--- config.mk ---
export PLATFORM = sky130hd
export DESIGN_NAME = r2r_channel_processor
export DESIGN_NICKNAME = d
export VERILOG_FILES = /design/src/rtl/r2r_pkg.sv /design/src/rtl/r2r_block_accum.sv /design/src/rtl/r2r_channel_processor.sv
export SDC_FILE = /design/constraint.sdc
export NUM_CORES = 1
export LEC_CHECK = 0
export ABC_AREA = 1
export CORE_AREA = 4 4 155 187
export CTS_CLUSTER_DIAMETER = 60
export DETAILED_ROUTE_END_ITERATION = 7
export DIE_AREA = 0 0 159 191
export PLACE_DENSITY_LB_ADDON = 0.05
export SLEW_MARGIN = 20
export SYNTH_ARGS = -nofsm -noshare
export SYNTH_HDL_FRONTEND = slang
export SYNTH_HIERARCHICAL = 1
export SYNTH_SLANG_ARGS = --single-unit
--- constraint.sdc ---
create_clock -name clk -period 8.5 [get_ports clk]
set_input_delay 1.7 -clock clk [delete_from_list [all_inputs] [get_ports clk]]
set_output_delay 1.7 -clock clk [all_outputs]
set_load 0.005 [all_outputs]
--- src/rtl/r2r_pkg.sv ---
// Shared constants and result record for the R2R channel processor.
package r2r_pkg;

  localparam int MAX_MV_DEFAULT = 3300;
  localparam int MV_W           = 16;
  localparam int CH_W_MAX       = 4;
  localparam int CODE_W_MAX     = 16;

  typedef struct packed {
    logic [CH_W_MAX-1:0]   ch;
    logic [CODE_W_MAX-1:0] code;
    logic [MV_W-1:0]       mv;
    logic                  sat;
  } r2r_result_t;

  function automatic int ch_width(input int n);
    return (n > 1) ? $clog2(n) : 1;
  endfunction

endpackage

--- src/rtl/r2r_block_accum.sv ---
// One channel's block accumulator: running sum plus sample count.
module r2r_block_accum #(
  parameter int DATA_W    = 8,
  parameter int AVG_POWER = 2
) (
  input  logic              clk,
  input  logic              reset,
  input  logic              sample_en,
  input  logic              avg_en,
  input  logic [DATA_W-1:0] in_data,
  output logic              emit,
  output logic [DATA_W-1:0] code
);

  localparam int ACC_W = DATA_W + AVG_POWER;
  localparam int CNT_W = (AVG_POWER > 0) ? AVG_POWER : 1;

  logic [ACC_W-1:0] acc_q, acc_d, sum;
  logic [CNT_W-1:0] cnt_q, cnt_d;
  logic             full;

  // The completing sample is folded into the emitted average directly,
  // so the block clears on the same edge it emits.
  always_comb begin
    sum   = acc_q + ACC_W'(in_data);
    full  = (AVG_POWER == 0) || (cnt_q == '1);
    emit  = !avg_en || full;
    code  = avg_en ? DATA_W'(sum >> AVG_POWER) : in_data;
    acc_d = acc_q;
    cnt_d = cnt_q;
    if (sample_en) begin
      if (emit) begin
        acc_d = '0;
        cnt_d = '0;
      end else begin
        acc_d = sum;
        cnt_d = cnt_q + CNT_W'(1);
      end
    end
  end

  always_ff @(posedge clk) begin
    if (reset) begin
      acc_q <= '0;
      cnt_q <= '0;
    end else begin
      acc_q <= acc_d;
      cnt_q <= cnt_d;
    end
  end

endmodule

--- src/rtl/r2r_channel_processor.sv ---
// Time-multiplexed R2R sample averager with millivolt scaling and clamp.
module r2r_channel_processor
  import r2r_pkg::*;
#(
  parameter int NUM_CH    = 4,
  parameter int DATA_W    = 8,
  parameter int AVG_POWER = 2,
  parameter int SCALE     = 3300,
  parameter int SHIFT     = 8,
  parameter int MAX_MV    = MAX_MV_DEFAULT,
  localparam int CH_W     = ch_width(NUM_CH)
) (
  input  logic              clk,
  input  logic              reset,
  input  logic              in_valid,
  output logic              in_ready,
  input  logic [CH_W-1:0]   in_ch,
  input  logic [DATA_W-1:0] in_data,
  input  logic              avg_en,
  output logic              out_valid,
  input  logic              out_ready,
  output logic [CH_W-1:0]   out_ch,
  output logic [MV_W-1:0]   out_mv,
  output logic [DATA_W-1:0] out_avg,
  output logic              sat,
  output logic [15:0]       sat_count,
  output logic              ch_err
);

  localparam int PROD_W = DATA_W + 32;

  logic              adv, accept, ch_legal;
  logic [NUM_CH-1:0] sample_en, emit_vec;
  logic [DATA_W-1:0] code_arr [NUM_CH];
  logic              sel_emit;
  logic [DATA_W-1:0] sel_code;

  logic              s1_valid_q, s1_valid_d;
  logic [CH_W-1:0]   s1_ch_q, s1_ch_d;
  logic [DATA_W-1:0] s1_code_q, s1_code_d;

  logic              out_valid_q, out_valid_d;
  r2r_result_t       res_q, res_d;
  logic [15:0]       sat_count_q, sat_count_d;
  logic              ch_err_q, ch_err_d;

  logic [PROD_W-1:0] prod, scaled;
  logic              clamp;
  logic              unused_res;

  if ((1 << CH_W) == NUM_CH) begin : g_all_legal
    assign ch_legal = 1'b1;
  end else begin : g_range_check
    assign ch_legal = (32'(in_ch) < NUM_CH);
  end

  for (genvar c = 0; c < NUM_CH; c++) begin : g_ch
    r2r_block_accum #(
      .DATA_W    (DATA_W),
      .AVG_POWER (AVG_POWER)
    ) u_accum (
      .clk       (clk),
      .reset     (reset),
      .sample_en (sample_en[c]),
      .avg_en    (avg_en),
      .in_data   (in_data),
      .emit      (emit_vec[c]),
      .code      (code_arr[c])
    );
  end

  always_comb begin
    adv    = !out_valid_q || out_ready;
    accept = in_valid && adv;
  end

  // Channel demux: only a legal channel's accumulator sees the sample.
  always_comb begin
    sample_en = '0;
    sel_emit  = 1'b0;
    sel_code  = '0;
    for (int unsigned c = 0; c < NUM_CH; c++) begin
      if (in_ch == CH_W'(c)) begin
        sample_en[c] = accept && ch_legal;
        sel_emit     = emit_vec[c];
        sel_code     = code_arr[c];
      end
    end
  end

  always_comb begin
    s1_valid_d  = s1_valid_q;
    s1_ch_d     = s1_ch_q;
    s1_code_d   = s1_code_q;
    out_valid_d = out_valid_q;
    res_d       = res_q;
    sat_count_d = sat_count_q;
    ch_err_d    = ch_err_q || (accept && !ch_legal);

    prod   = PROD_W'(s1_code_q) * PROD_W'(SCALE);
    scaled = prod >> SHIFT;
    clamp  = scaled > PROD_W'(MAX_MV);

    if (adv) begin
      s1_valid_d  = accept && ch_legal && sel_emit;
      s1_ch_d     = in_ch;
      s1_code_d   = sel_code;
      out_valid_d = s1_valid_q;
      if (s1_valid_q) begin
        res_d.ch   = CH_W_MAX'(s1_ch_q);
        res_d.code = CODE_W_MAX'(s1_code_q);
        res_d.mv   = clamp ? MV_W'(MAX_MV) : scaled[MV_W-1:0];
        res_d.sat  = clamp;
        if (clamp && (sat_count_q != '1)) begin
          sat_count_d = sat_count_q + 16'd1;
        end
      end
    end
  end

  always_ff @(posedge clk) begin
    if (reset) begin
      s1_valid_q  <= 1'b0;
      s1_ch_q     <= '0;
      s1_code_q   <= '0;
      out_valid_q <= 1'b0;
      res_q       <= '0;
      sat_count_q <= '0;
      ch_err_q    <= 1'b0;
    end else begin
      s1_valid_q  <= s1_valid_d;
      s1_ch_q     <= s1_ch_d;
      s1_code_q   <= s1_code_d;
      out_valid_q <= out_valid_d;
      res_q       <= res_d;
      sat_count_q <= sat_count_d;
      ch_err_q    <= ch_err_d;
    end
  end

  assign in_ready   = adv;
  assign out_valid  = out_valid_q;
  assign out_ch     = res_q.ch[CH_W-1:0];
  assign out_avg    = res_q.code[DATA_W-1:0];
  assign out_mv     = res_q.mv;
  assign sat        = res_q.sat;
  assign sat_count  = sat_count_q;
  assign ch_err     = ch_err_q;
  assign unused_res = ^{res_q.ch, res_q.code};

endmodule

# --- Word level (Yosys, flattened, before mapping) ---
# Cells that the tools add are included.
totals:
  register_bits: 103
  output_inout_bits: 46
op_classes:
  magnitude_cmp: 1
  multipliers: 1
  n_addsub: 9
  n_eq_ne: 8
  n_mux: 25
  n_reduce_logical: 13
op_table:
  columns: ["op", "n"]
  rows:
  - ["$mux 8", 8]
  - ["$add 10x8->10", 4]
  - ["$mux 10", 4]
  - ["$mul 8x10->18 const B", 1]
  - ["$add 16x1->16 const B", 1]
  - ["$ne 16x16->1 const B", 1]
  - ["$eq 2x2->1 const B", 6]
  - ["$gt 12x12->1 const B", 1]
  - ["$mux 12", 1]
  - ["$add 2x1->2 const B", 4]
  - ["$mux 1", 8]
  - ["$mux 2", 4]
  - ["$logic_or 1x1->1", 5]
  - ["$logic_and 1x1->1", 3]
  - ["$reduce_and 3->1", 1]
  - ["$eq 2x1->1 const B", 1]
  - ["$logic_not 1->1", 2]
  - ["$logic_not 2->1", 1]
  - ["$reduce_and 2->1", 1]

# --- Logic depth before layout (Yosys ltp) ---
# Gate-level depths: netlist of the first run.
logic_depth:
  depth_word: 7
  mapped_depth: 25
  mapped_depth_nobuf: 24

# --- Modules after synthesis ---
# The synthesis of the first run kept the hierarchy.
by_module_without_submodules:
  columns: ["module", "seq_area_each_um2", "area_each_um2", "cells_each", "instances"]
  rows:
  - ["r2r_block_accum", 240.2, 1012.2, 152, 4]
  - ["r2r_channel_processor", 1021.0, 4045.1, 572, 1]

# --- Worst setup path after synthesis of the first run ---
# No wires, ideal clock.
synth_path:
  kind: "register -> register"
  startpoint: "register s1_code_q[5]"
  endpoint: "register sat_count_q[6], in the netlist sat_count[6]"
  t_arrival_ps: 4096
  setup_time_ps: 114
  path_slack_ps: 4290
  n_path_buf: 1
  path_stages_with_launch: 23
  path_cell_list: "dfxtp_1 -> fa_1 -> inv_1 -> fa_1 -> inv_1 -> fa_1 -> inv_1 -> fa_1 -> inv_1 -> ha_1 -> nand2_1 -> nand2_1 -> a21oi_2 -> nand2_2 -> nand2_2 -> nand2_1 -> nand2_1 -> nand2_4 -> nor2_8 -> buf_6 -> nand4_1 -> o21bai_1 -> nor2_1"
synth_between:
  elab_chain_len: 4
synth_rtl:
  columns: ["item", "line_no", "text"]
  rows:
  - ["start: declaration", "r2r_channel_processor.sv:40", "logic [DATA_W-1:0] s1_code_q, s1_code_d;"]
  - ["start signal: assignment", "r2r_channel_processor.sv:133", "s1_code_q <= s1_code_d;"]
  - ["$mul 8x10->18", "r2r_channel_processor.sv:100", "prod = PROD_W'(s1_code_q) * PROD_W'(SCALE);"]
  - ["$gt 12x12->1", "r2r_channel_processor.sv:102", "clamp = scaled > PROD_W'(MAX_MV);"]
  - ["$logic_and 1x1->1", "r2r_channel_processor.sv:114", "if (clamp && (sat_count_q != '1)) begin"]
  - ["$reduce_and 3->1 (no line)", null, null]
  - ["end signal: assignment", "r2r_channel_processor.sv:136", "sat_count_q <= sat_count_d;"]
  - ["end: declaration", "r2r_channel_processor.sv:44", "logic [15:0] sat_count_q, sat_count_d;"]
# Every way passes these cells.
# A chain may end at the register's enable or synchronous reset.

# --- Worst setup path in the final report of the first run ---
layout_path:
  startpoint: "input port out_ready"
  endpoint: "output port in_ready"
layout_between:
  elab_chain_len: 1
layout_rtl:
  columns: ["item", "line_no", "text"]
  rows:
  - ["start: declaration", "r2r_channel_processor.sv:21", "input logic out_ready,"]
  - ["$logic_or 1x1->1", "r2r_channel_processor.sv:73", "adv = !out_valid_q || out_ready;"]
  - ["end: declaration", "r2r_channel_processor.sv:16", "output logic in_ready,"]
# Every way passes these cells.

==> metrics.txt, run 1 <==
fin area just over 9000 um2; Setup CP Type in2out; Synth cell types between 40 and 50; area leader, netlist dfxtp_1; Remaining DRCs 0; reg2reg start s1_code_q[5]; PD cells between 150 and 200 nW/um2; placed insts 1544; RSZ-0062 raised after global routing no; Hold Path Stages 2; Die Area 30400 um2; crit path launch out_ready; pin count of the biggest net entering global routing 70; post-CTS sizing 0; Syn. warnings 6; endpoint class of the critical path primary output; Finished Layout Cells between 1500 and 2000; H-Tree Depth 3; Port Buffers 55; final hold vios 0; worst min path class reg2reg; hold buffers post-CTS 0; share of cells above drive strength 1 about 6.4%; Antenna diodes 0; Slew Limit Headroom between 30 and 40%; nets around 1300; Rows 66; gr ovfl total 0; placer's final routability congestion estimate ~0.8; Placeable Area about 27000 um2; Fin Clk Skew 13.0 ps; number of global-route vias before repair 7250; depth of the worst register-to-register path 21; crit start category input port; area share of the largest cell type after synthesis between 20 and 25%; status complete, no violations; clk buf depth 2; post-synthesis sequential area ratio 24.5%; Post-CTS Setup Bufs 0; Ports ~60; Lkg Pwr 4.39 nW; Fin Setup TNS 0 ps; top post-synthesis cells by area dfxtp_1 (24%), nand2_1 (17%), ha_1 (12%); hold_ws between 400 and 500 ps; Via Count approximately 7300; Root Buffer clkbuf_16; Syn Area/Cell between 6 and 7 um2; fin. max-slew vios 0; CTS buffer count 9; chip height 191 um; die width ~160 um; drt total wl between 20000 and 25000 um; TritonRoute pass-1 iters 5; CTS tree yes; hpwl dp between 15000 and 20000 um; drt wl/cell roughly 15 um; RR Endpoint sat_count[4]; first-pass GRT wire length around 38000 um; clk sinks 99; vias per inst 4.66; Final ANT Viol Nets 0; cells after synthesis approximately 1200; clk_lat worst skew 360 ps; drt initial violations 355; GRT Util Overall 15.6%; CP endpoint in_ready; final setup violation count 0; Tightest Pin Transition around 980 ps; dpl cell area between 8000 and 9000 um2; CP Max Fanout 22; peak supply drop between 70 and 80 uV; Req. time, crit path about 6800 ps; Initial Util 30.0%; Seq cells post-synth 99; initial antenna violation count 0; Max-cap violations 0; clock transition time at the flip-flop clock pins of the worst setup and hold paths 70 ps; Layout area overhead 13.1%; Max Freq ~200 MHz; flop2flop setup slack ~3800 ps; fin crit period just over 5000 ps; period utilization around 59%; Crit path arrival time ~3400 ps; post-synth design cell area between 8000 and 9000 um2
-- state kept, by name, indices dropped and copies added, names as in the netlist --
name and cells:
g_ch.u_accum/acc_q 40, g_ch.u_accum/cnt_q 8, out_avg 8, out_ch 2, out_mv 12, out_valid 1, s1_ch_q 2, s1_code_q 8
s1_valid_q 1, sat 1, sat_count 16
-- worst max-delay path, cell delays in order --
cell	delay, ps
clkdlybuf4s50_1	480
nor2_1	90
inv_1	410
clkdlybuf4s50_1	660
-- metal layers --
| layer | GRT usage [%] | vias up | part of all wire, % |
|---|---|---|---|
| met2 | 28.6 | 92 | 51 |
| met3 | 1.88 | 27 | 1.9 |
| li1 | - | 3870 | - |
| met1 | 19.2 | 3282 | 45 |
| met5 | 0 | - | 0 |
| met4 | 4.81 | 0 | 2.2 |
-- logic make-up after synthesis --
| logic type | Yosys count | synth area share, % |
|---|---|---|
| fa+ha+maj | 96 | 16.8 |
| other cells | 1 | 0.0463 |
| xor+xnor | 19 | 2.06 |
| compound gates | 152 | 11.3 |
| buf+inv | 183 | 10.1 |
| flops | 99 | 24.5 |
| simple gates | 630 | 35.2 |
-- worst min-delay path by stage --
stage | to | from | slack, ps
3_5_place_dp | out_mv[8] | out_mv[8] | 460
6_report | out_mv[8] | out_mv[8] | 470
5_1_grt | g_ch[0].u_accum/acc_q[4] | g_ch[0].u_accum/acc_q[4] | 490
2_1_floorplan | g_ch[0].u_accum/acc_q[0] | g_ch[0].u_accum/acc_q[0] | 440
3_3_place_gp | g_ch[1].u_accum/cnt_q[1] | g_ch[1].u_accum/cnt_q[1] | 460
4_1_cts | out_mv[8] | out_mv[8] | 470
-- metrics by stage --
step / worst slack [ps] / util [%] / total power (W)
after floorplan: 4290 / - / 0.000844
after global placement: 3410 / 32.8 / 0.000989
after detailed placement: 3410 / 32.8 / 0.000988
after CTS: 3410 / 33.9 / 0.00144
after global routing: 3320 / 33.9 / 0.00152
final: 3450 / 33.9 / 0.00141
-- Yosys cell counts --
master and count:
o221ai_1 1, o211ai_1 2, nor2_2 7, a21oi_2 9, nand2_2 10, inv_2 5, a21oi_1 77, nand3b_1 11
inv_1 128, clkinv_1 5, buf_4 5, o21ai_0 25, inv_4 4, buf_6 11, a211oi_1 1, conb_1 1
nor2_1 90, nand2_4 1, nor3_1 5, or2_2 1, clkbuf_1 20, nand2_1 365, o21a_1 4, a21boi_0 5
or2_4 1, dfxtp_1 99, nor2_8 9, nand3b_2 1, nand3_1 103, o21bai_1 17, nand4_1 20, inv_6 4
a31oi_1 3, nand3_2 1, fa_1 21, xor2_1 19, a221oi_1 7, nand4_4 1, a21oi_4 1, nor3_2 4
ha_1 75, buf_2 1
-- where the power goes --
group / switching [W] / total, W / internal, W
clock network: 0.000207 / 0.000443 / 0.000236
registers: 0.0000162 / 0.000497 / 0.000481
logic: 0.000301 / 0.000468 / 0.000167
total: 0.000524 / 0.00141 / 0.000884
-- final cells by class --
class | count | area (um2)
fillers | 3003 | 17800
repair buffers | 57 | 556
inverters | 146 | 578
clock buffers | 10 | 229
clock inverters | 6 | 78.8
multi-input cells | 902 | 5310
flip-flops and latches | 99 | 1980
well taps | 340 | 425
-- layout by cell type, fill, tap and decap left out, types with 5 or more instances in the layout --
master and n:
o21bai_1 17, dfxtp_1 99, o21ai_0 25, a21oi_1 77, nor2_1 90, nand2_2 10
a221oi_1 7, clkdlybuf4s50_1 53, xor2_1 19, inv_6 6, nor2_2 7, nand3b_1 11
inv_1 128, fa_1 21, nand4_1 20, conb_1 5, ha_1 75, a21boi_0 5
nand3_1 103, nor2_8 9, clkinv_1 5, clkbuf_16 9, nor3_1 5, inv_2 5
nand2_1 365, a21oi_2 9
Note: power is estimated with default switching activity, not from simulation.
==> inputs of run 2 (changes only) <==
==> constraint.sdc (replaced) <==
create_clock -name clk -period 4.2 [get_ports clk]
set_input_delay 0.84 -clock clk [delete_from_list [all_inputs] [get_ports clk]]
set_output_delay 0.84 -clock clk [all_outputs]
set_load 0.005 [all_outputs]
==> run 2 against run 1 <==
Effect of this change: worst setup slack worse by 3400 ps; cell area up 6.7%; critical path depth up 18; count of clock-buffer cells in the layout down 1; critical path type is now reg2reg; highest routed layer unchanged.
==> metrics.txt, run 2 (same netlist as run 1, synthesis figures left out) <==
TritonRoute pass-1 iters 4 (was 5); chip height 191 um (unchanged); status complete, no violations (unchanged); initial antenna violation count 0 (unchanged); Combinational Power Share 41.7% (was 33.2%); max FFs per register 40 (unchanged); first-pass GRT wire length 40300 um (was 38100 um); most frequent cells in the layout nand2_1 (353), inv_1 (125), nand3_1 (98) (was nand2_1 (365), inv_1 (128), nand3_1 (103)); Max-cap violations 0 (unchanged); Remaining DRCs 0 (unchanged); final hold vios 0 (unchanged); Lkg Pwr 4.70 nW (was 4.39 nW); Die Area 30400 um2 (unchanged); Initial Util 30.0% (unchanged); CTS buffer count 9 (unchanged); DR top layer met4 (unchanged); H-Tree Depth 3 (unchanged); hold_ws 469 ps (was 470 ps); PD cells 321 nW/um2 (was 154 nW/um2); area of the multi-input gates 5460 um2 (was 5310 um2); Ports 61 (unchanged); Port Buffers 55 (unchanged); Fin Clk Skew 7.49 ps (was 13.0 ps); post-route worst setup slack 6.16 ps (was 3450 ps); pin count of the biggest net entering global routing 70 (unchanged); Clk pwr share 26.6% (was 31.4%); Biggest register g_ch.u_accum/acc_q (unchanged); worst min path class reg2reg (unchanged); Slew Limit Headroom 42.0% (was 34.6%); fin crit period around 4200 ps; Root Buffer clkbuf_16 (unchanged); endpoint class of the critical path flip-flop (was primary output); RSZ-0062 raised after global routing yes (was no); final setup violation count 0 (unchanged); CP Max Fanout 7 (was 22); drt wl/cell 15.2 um (was 14.9 um); clk buf depth 2 (unchanged); fin. max-slew vios 0 (unchanged); nets 1383 (was 1326); placer's final routability congestion estimate 0.802 (was 0.780); Setup CP Type reg2reg (was in2out); clk sinks 99 (unchanged); Crit path arrival time 4490 ps (was 3350 ps); reg2reg start s1_code_q[7] (was s1_code_q[5]); die width 159 um (unchanged); vias per inst 4.68 (was 4.66); flop2flop setup slack 6 ps (was 3810 ps); crit path launch s1_code_q[7] (was out_ready); Via Count 7564 (was 7271); CTS tree yes (unchanged); Layout area overhead 20.7% (was 13.1%); switch share 37.1% (was 37.2%); CP endpoint out_mv[8] (was in_ready); clk_lat worst skew 370 ps (was 360 ps); cell-internal power 0.00198 W (was 0.000884 W); crit start category flip-flop (was input port); share of cells above drive strength 1 13.0% (was 6.39%); Max Freq between 200 and 250 MHz; Rows 66 (unchanged); Req. time, crit path 4490 ps (was 6800 ps); drt initial violations 312 (was 355); hpwl dp 18500 um (was 17700 um); RR Endpoint out_mv[8] (was sat_count[4]); gr ovfl total 0 (unchanged); Tightest Pin Transition 870 ps (was 981 ps); period utilization ~100%; power share of the sequential group 31.8% (was 35.3%); number of global-route vias before repair 7729 (was 7250); drt total wl 24500 um (was 23200 um); area occupied by registers 1980 um2 (about the same); hold buffers post-CTS 0 (unchanged); switching pwr 0.00116 W (was 0.000524 W); peak supply drop 172 uV (was 71.3 uV); met2 wire len 12900 um (was 11700 um); Fin Setup TNS 0 ps (unchanged); worst slack, placed -227 ps (was 3410 ps); routed wl met3 493 um (was 432 um); WL met1 10900 um (was 10500 um); clock transition time at the flip-flop clock pins of the worst setup and hold paths 80 ps (was 70 ps); Placeable Area 27000 um2 (unchanged); GRT Util Overall 16.6% (was 15.6%); Antenna diodes 0 (unchanged); fill count 2916 (was 3003); Final ANT Viol Nets 0 (unchanged); depth of the worst register-to-register path 22 (was 21); commonest non-fill, non-tap cell in the layout nand2_1 (unchanged)
-- run 2: repair_timing --
item                                    CTS  global route
endpoints found under the setup margin   27            27
pin swaps                                26            26
gates resized for setup                  20            24
buffers inserted                         13             4
cloned                                    1             0
-- run 2: worst max-delay path: stages (launching register included) --
cell	delay [ps]
dfxtp_2	330
fa_1	520
inv_1	50
fa_1	470
inv_1	50
fa_1	470
inv_1	50
fa_1	490
inv_2	50
ha_4	290
nand2_2	70
inv_2	50
nand3_2	80
nand2_2	90
nand2_1	70
nand3_1	70
nand2_1	80
nor2_2	130
nand2_4	90
buf_12	140
a21oi_4	240
nand2_1	90
a21oi_1	140
-- run 2: how the worst min path moves through the flow --
stage                                        start                        to  slack, ps  depth (start not counted)
after floorplan           g_ch[0].u_accum/acc_q[0]  g_ch[0].u_accum/acc_q[0]        440                          2
after global placement                   out_mv[8]                 out_mv[8]        460                          2
after detailed placement  g_ch[0].u_accum/cnt_q[1]  g_ch[0].u_accum/cnt_q[1]        460                          2
after CTS                                out_mv[8]                 out_mv[8]        470                          2
after global routing                     out_mv[8]                 out_mv[8]        480                          2
final                     g_ch[0].u_accum/cnt_q[1]  g_ch[0].u_accum/cnt_q[1]        470                          2
-- run 2: per-stage QoR --
stage / area, um2 / total power [W] / utilization (%) / cells
3_5_place_dp: 9170 / 0.00213 / 33.9 / 1583
3_3_place_gp: 9170 / 0.00214 / 33.9 / 1583
2_1_floorplan: 8110 / 0.00171 / - / 1184
4_1_cts: 9650 / 0.00314 / 35.7 / 1612
5_1_grt: 9770 / 0.00338 / 36.2 / 1616
6_report: 9770 / 0.00314 / 36.2 / 1616
-- run 2: power by group through the flow --
| stage | logic (W) | registers (W) | clock network, W |
|---|---|---|---|
| final | 0.00131 | 0.000997 | 0.000834 |
| after detailed placement | 0.00111 | 0.00102 | 0 |
| after global routing | 0.00147 | 0.00100 | 0.000906 |
| after global placement | 0.00112 | 0.00102 | 0 |
| after CTS | 0.00126 | 0.000998 | 0.000880 |
| after floorplan | 0.000689 | 0.00102 | 0 |
-- run 2: area by class of cell --
cell class / instances / area share (%)
Tap cell: 340 / 4.35
Sequential cell: 99 / 20.3
Multi-Input combinational cell: 903 / 55.9
Timing Repair Buffer: 113 / 10.7
Clock buffer: 9 / 2.30
Clock inverter: 6 / 0.512
Inverter: 146 / 5.92
-- run 2: per-layer routing --
layer  global-route usage [%]  vias up
met5                        0        -
met4                     3.54        0
met3                     2.03       16
met2                     32.0       79
met1                     19.6     3467
li1                         -     4002
==> inputs of run 3 (changes only) <==
--- a/config.mk
+++ b/config.mk
@@ -11,8 +11,9 @@
 export DETAILED_ROUTE_END_ITERATION = 7
 export DIE_AREA = 0 0 159 191
 export PLACE_DENSITY_LB_ADDON = 0.05
-export SLEW_MARGIN = 20
+export SLEW_MARGIN = 5
 export SYNTH_ARGS = -nofsm -noshare
 export SYNTH_HDL_FRONTEND = slang
 export SYNTH_HIERARCHICAL = 1
 export SYNTH_SLANG_ARGS = --single-unit
+export TNS_END_PERCENT = 30
==> run 3 against run 2 <==
Effect of this change: global-route usage unchanged; die area unchanged; clock skew up 0.85 ps; combinational power about the same; worst setup slack worse by 0.92 ps; sequential power about the same; first-iteration DRC count up 3.5%; cell count about the same; count of clock-buffer cells in the layout unchanged.
==> metrics.txt, run 3 (same netlist as run 1, synthesis figures left out) <==
drt total wl 24500 um (about the same); fin area 9740 um2 (was 9770 um2); PD cells 323 nW/um2 (was 321 nW/um2); gr ovfl total 0 (unchanged); most frequent CP cell fa_1 (unchanged); crit path cell chain fa_1, inv_1, fa_1, inv_1, fa_1, inv_1, fa_1, inv_2, ha_4, nand2_2, inv_2, nand3_2, nand2_2, nand2_1, nand3_1, nand2_1, nor2_2, nand2_4, buf_12, a21oi_4, nand2_1, a21oi_1 (unchanged); Rows 66 (unchanged); drt initial violations 323 (was 312); Req. time, crit path 4490 ps (about the same); CTS buffer count 9 (unchanged); CTS tree yes (unchanged); final hold vios 0 (unchanged); Max Freq 238 MHz (about the same); period utilization 99.9% (about the same); H-Tree Depth 3 (unchanged); number of global-route vias before repair 7727 (was 7729); Biggest register g_ch.u_accum/acc_q (unchanged); CP peak stage delay 520 ps (about the same); Slew Limit Headroom 41.7% (was 42.0%); most frequent cells in the layout nand2_1 (355), inv_1 (124), nand3_1 (98) (was nand2_1 (353), inv_1 (125), nand3_1 (98)); TritonRoute pass-1 iters 4 (unchanged); Placeable Area 27000 um2 (unchanged); Initial Util 30.0% (unchanged); hold_ws 469 ps (about the same); slowest CP cell fa_1 (unchanged); Tightest Pin Transition 873 ps (was 870 ps); fill count 2921 (was 2916); endpoint class of the critical path flip-flop (unchanged); Max-cap violations 0 (unchanged); hpwl dp 18500 um (unchanged); post-route worst setup slack 5.23 ps (was 6.16 ps); placed insts 1583 (unchanged); clk buf depth 2 (unchanged); Setup CP Type reg2reg (unchanged); nets 1382 (was 1383); RSZ-0062 raised after global routing yes (unchanged); Lkg Pwr 4.69 nW (was 4.70 nW); clk_lat worst skew 360 ps (was 370 ps); hold buffers post-CTS 0 (unchanged); fin. max-slew vios 0 (unchanged); area occupied by registers 1980 um2 (unchanged); Worst Path Buf+Inv 6 (unchanged); clk sinks 99 (unchanged); status complete, no violations (unchanged); Finished Layout Cells 1615 (was 1616); CP delay by family, top adder cells (unchanged); worst min path class reg2reg (unchanged); drt wl/cell 15.2 um (about the same); max FFs per register 40 (unchanged); Port Buffers 55 (unchanged); Die Area 30400 um2 (unchanged); Layout area overhead 20.4% (was 20.7%); Crit path arrival time 4490 ps (about the same); Fin Setup TNS 0 ps (unchanged); vias per inst 4.68 (about the same); clock transition time at the flip-flop clock pins of the worst setup and hold paths 80 ps (about the same); dpl cell area 9170 um2 (unchanged); Final ANT Viol Nets 0 (unchanged); Antenna diodes 0 (unchanged); final setup violation count 0 (unchanged); placer's final routability congestion estimate 0.802 (unchanged); Remaining DRCs 0 (unchanged); die width 159 um (unchanged); share of cells above drive strength 1 12.9% (was 13.0%); worst slack, placed -227 ps (unchanged); pin count of the biggest net entering global routing 70 (unchanged); commonest non-fill, non-tap cell in the layout nand2_1 (unchanged); Ports 61 (unchanged); area of the multi-input gates 5460 um2 (about the same); GRT Util Overall 16.6% (unchanged); peak supply drop 171 uV (was 172 uV); crit start category flip-flop (unchanged); Fin Clk Skew 8.34 ps (was 7.49 ps); first-pass GRT wire length 40300 um (unchanged); fin crit period 4190 ps (about the same); initial antenna violation count 0 (unchanged); Via Count 7562 (was 7564); CP Max Fanout 7 (unchanged); Root Buffer clkbuf_16 (unchanged); chip height 191 um (unchanged)
==> run 3: path summary, 6_finish.rpt <==
| check | start | endpoint | slack [ps] | cells after the start |
|---|---|---|---|---|
| max | s1_code_q[7] | out_mv[8] | 5 | 22 |
| min | g_ch[0].u_accum/cnt_q[1] | g_ch[0].u_accum/cnt_q[1] | 470 | 2 |
| max reg2reg | s1_code_q[7] | out_mv[8] | 5 | 22 |
| min reg2reg | g_ch[0].u_accum/cnt_q[1] | g_ch[0].u_accum/cnt_q[1] | 470 | 2 |
==> run 3: timing repair <==
item | CTS | global route
endpoints found under the setup margin | 27 | 27
gates resized for setup | 17 | 25
pin swaps | 25 | 23
buffers inserted | 12 | 4
cloned | 1 | 0
==> run 3: worst register-to-register path: stages (launching register included) <==
cell and delay, ps:
dfxtp_2 330, fa_1 530, inv_1 50, fa_1 470, inv_1 50, fa_1 470, inv_1 50, fa_1 490
inv_2 50, ha_4 290, nand2_2 70, inv_2 50, nand3_2 80, nand2_2 90, nand2_1 60, nand3_1 70
nand2_1 80, nor2_2 130, nand2_4 90, buf_12 140, a21oi_4 250, nand2_1 100, a21oi_1 140
==> run 3: layer usage <==
metal	part of all wire (%)	up-vias	global-route usage [%]
met4	0.94	0	3.54
met5	0	-	0
met1	44	3463	19.6
li1	-	4002	-
met3	2.2	15	2.03
met2	52	82	32.0
==> run 3: cell type report <==
type / instances / share of cell area, %
Inverter: 146 / 5.93
Sequential cell: 99 / 20.4
Tap cell: 340 / 4.37
Multi-Input combinational cell: 903 / 56.0
Clock buffer: 9 / 2.31
Timing Repair Buffer: 112 / 10.5
Clock inverter: 6 / 0.514
==> run 3: stage by stage <==
stage	total power [W]	util, %
after floorplan	0.00171	-
after global placement	0.00214	33.9
after detailed placement	0.00213	33.9
after CTS	0.00313	35.6
after global routing	0.00338	36.1
final	0.00315	36.1
==> run 3: power breakdown <==
| part | total [W] | switching (W) | leakage [nW] | internal (W) |
|---|---|---|---|---|
| combinational | 0.00131 | 0.000715 | 3.75 | 0.000600 |
| sequential | 0.000997 | 0.0000236 | 0.804 | 0.000973 |
| clock | 0.000835 | 0.000427 | 0.134 | 0.000408 |
| total | 0.00315 | 0.00117 | 4.69 | 0.00198 |
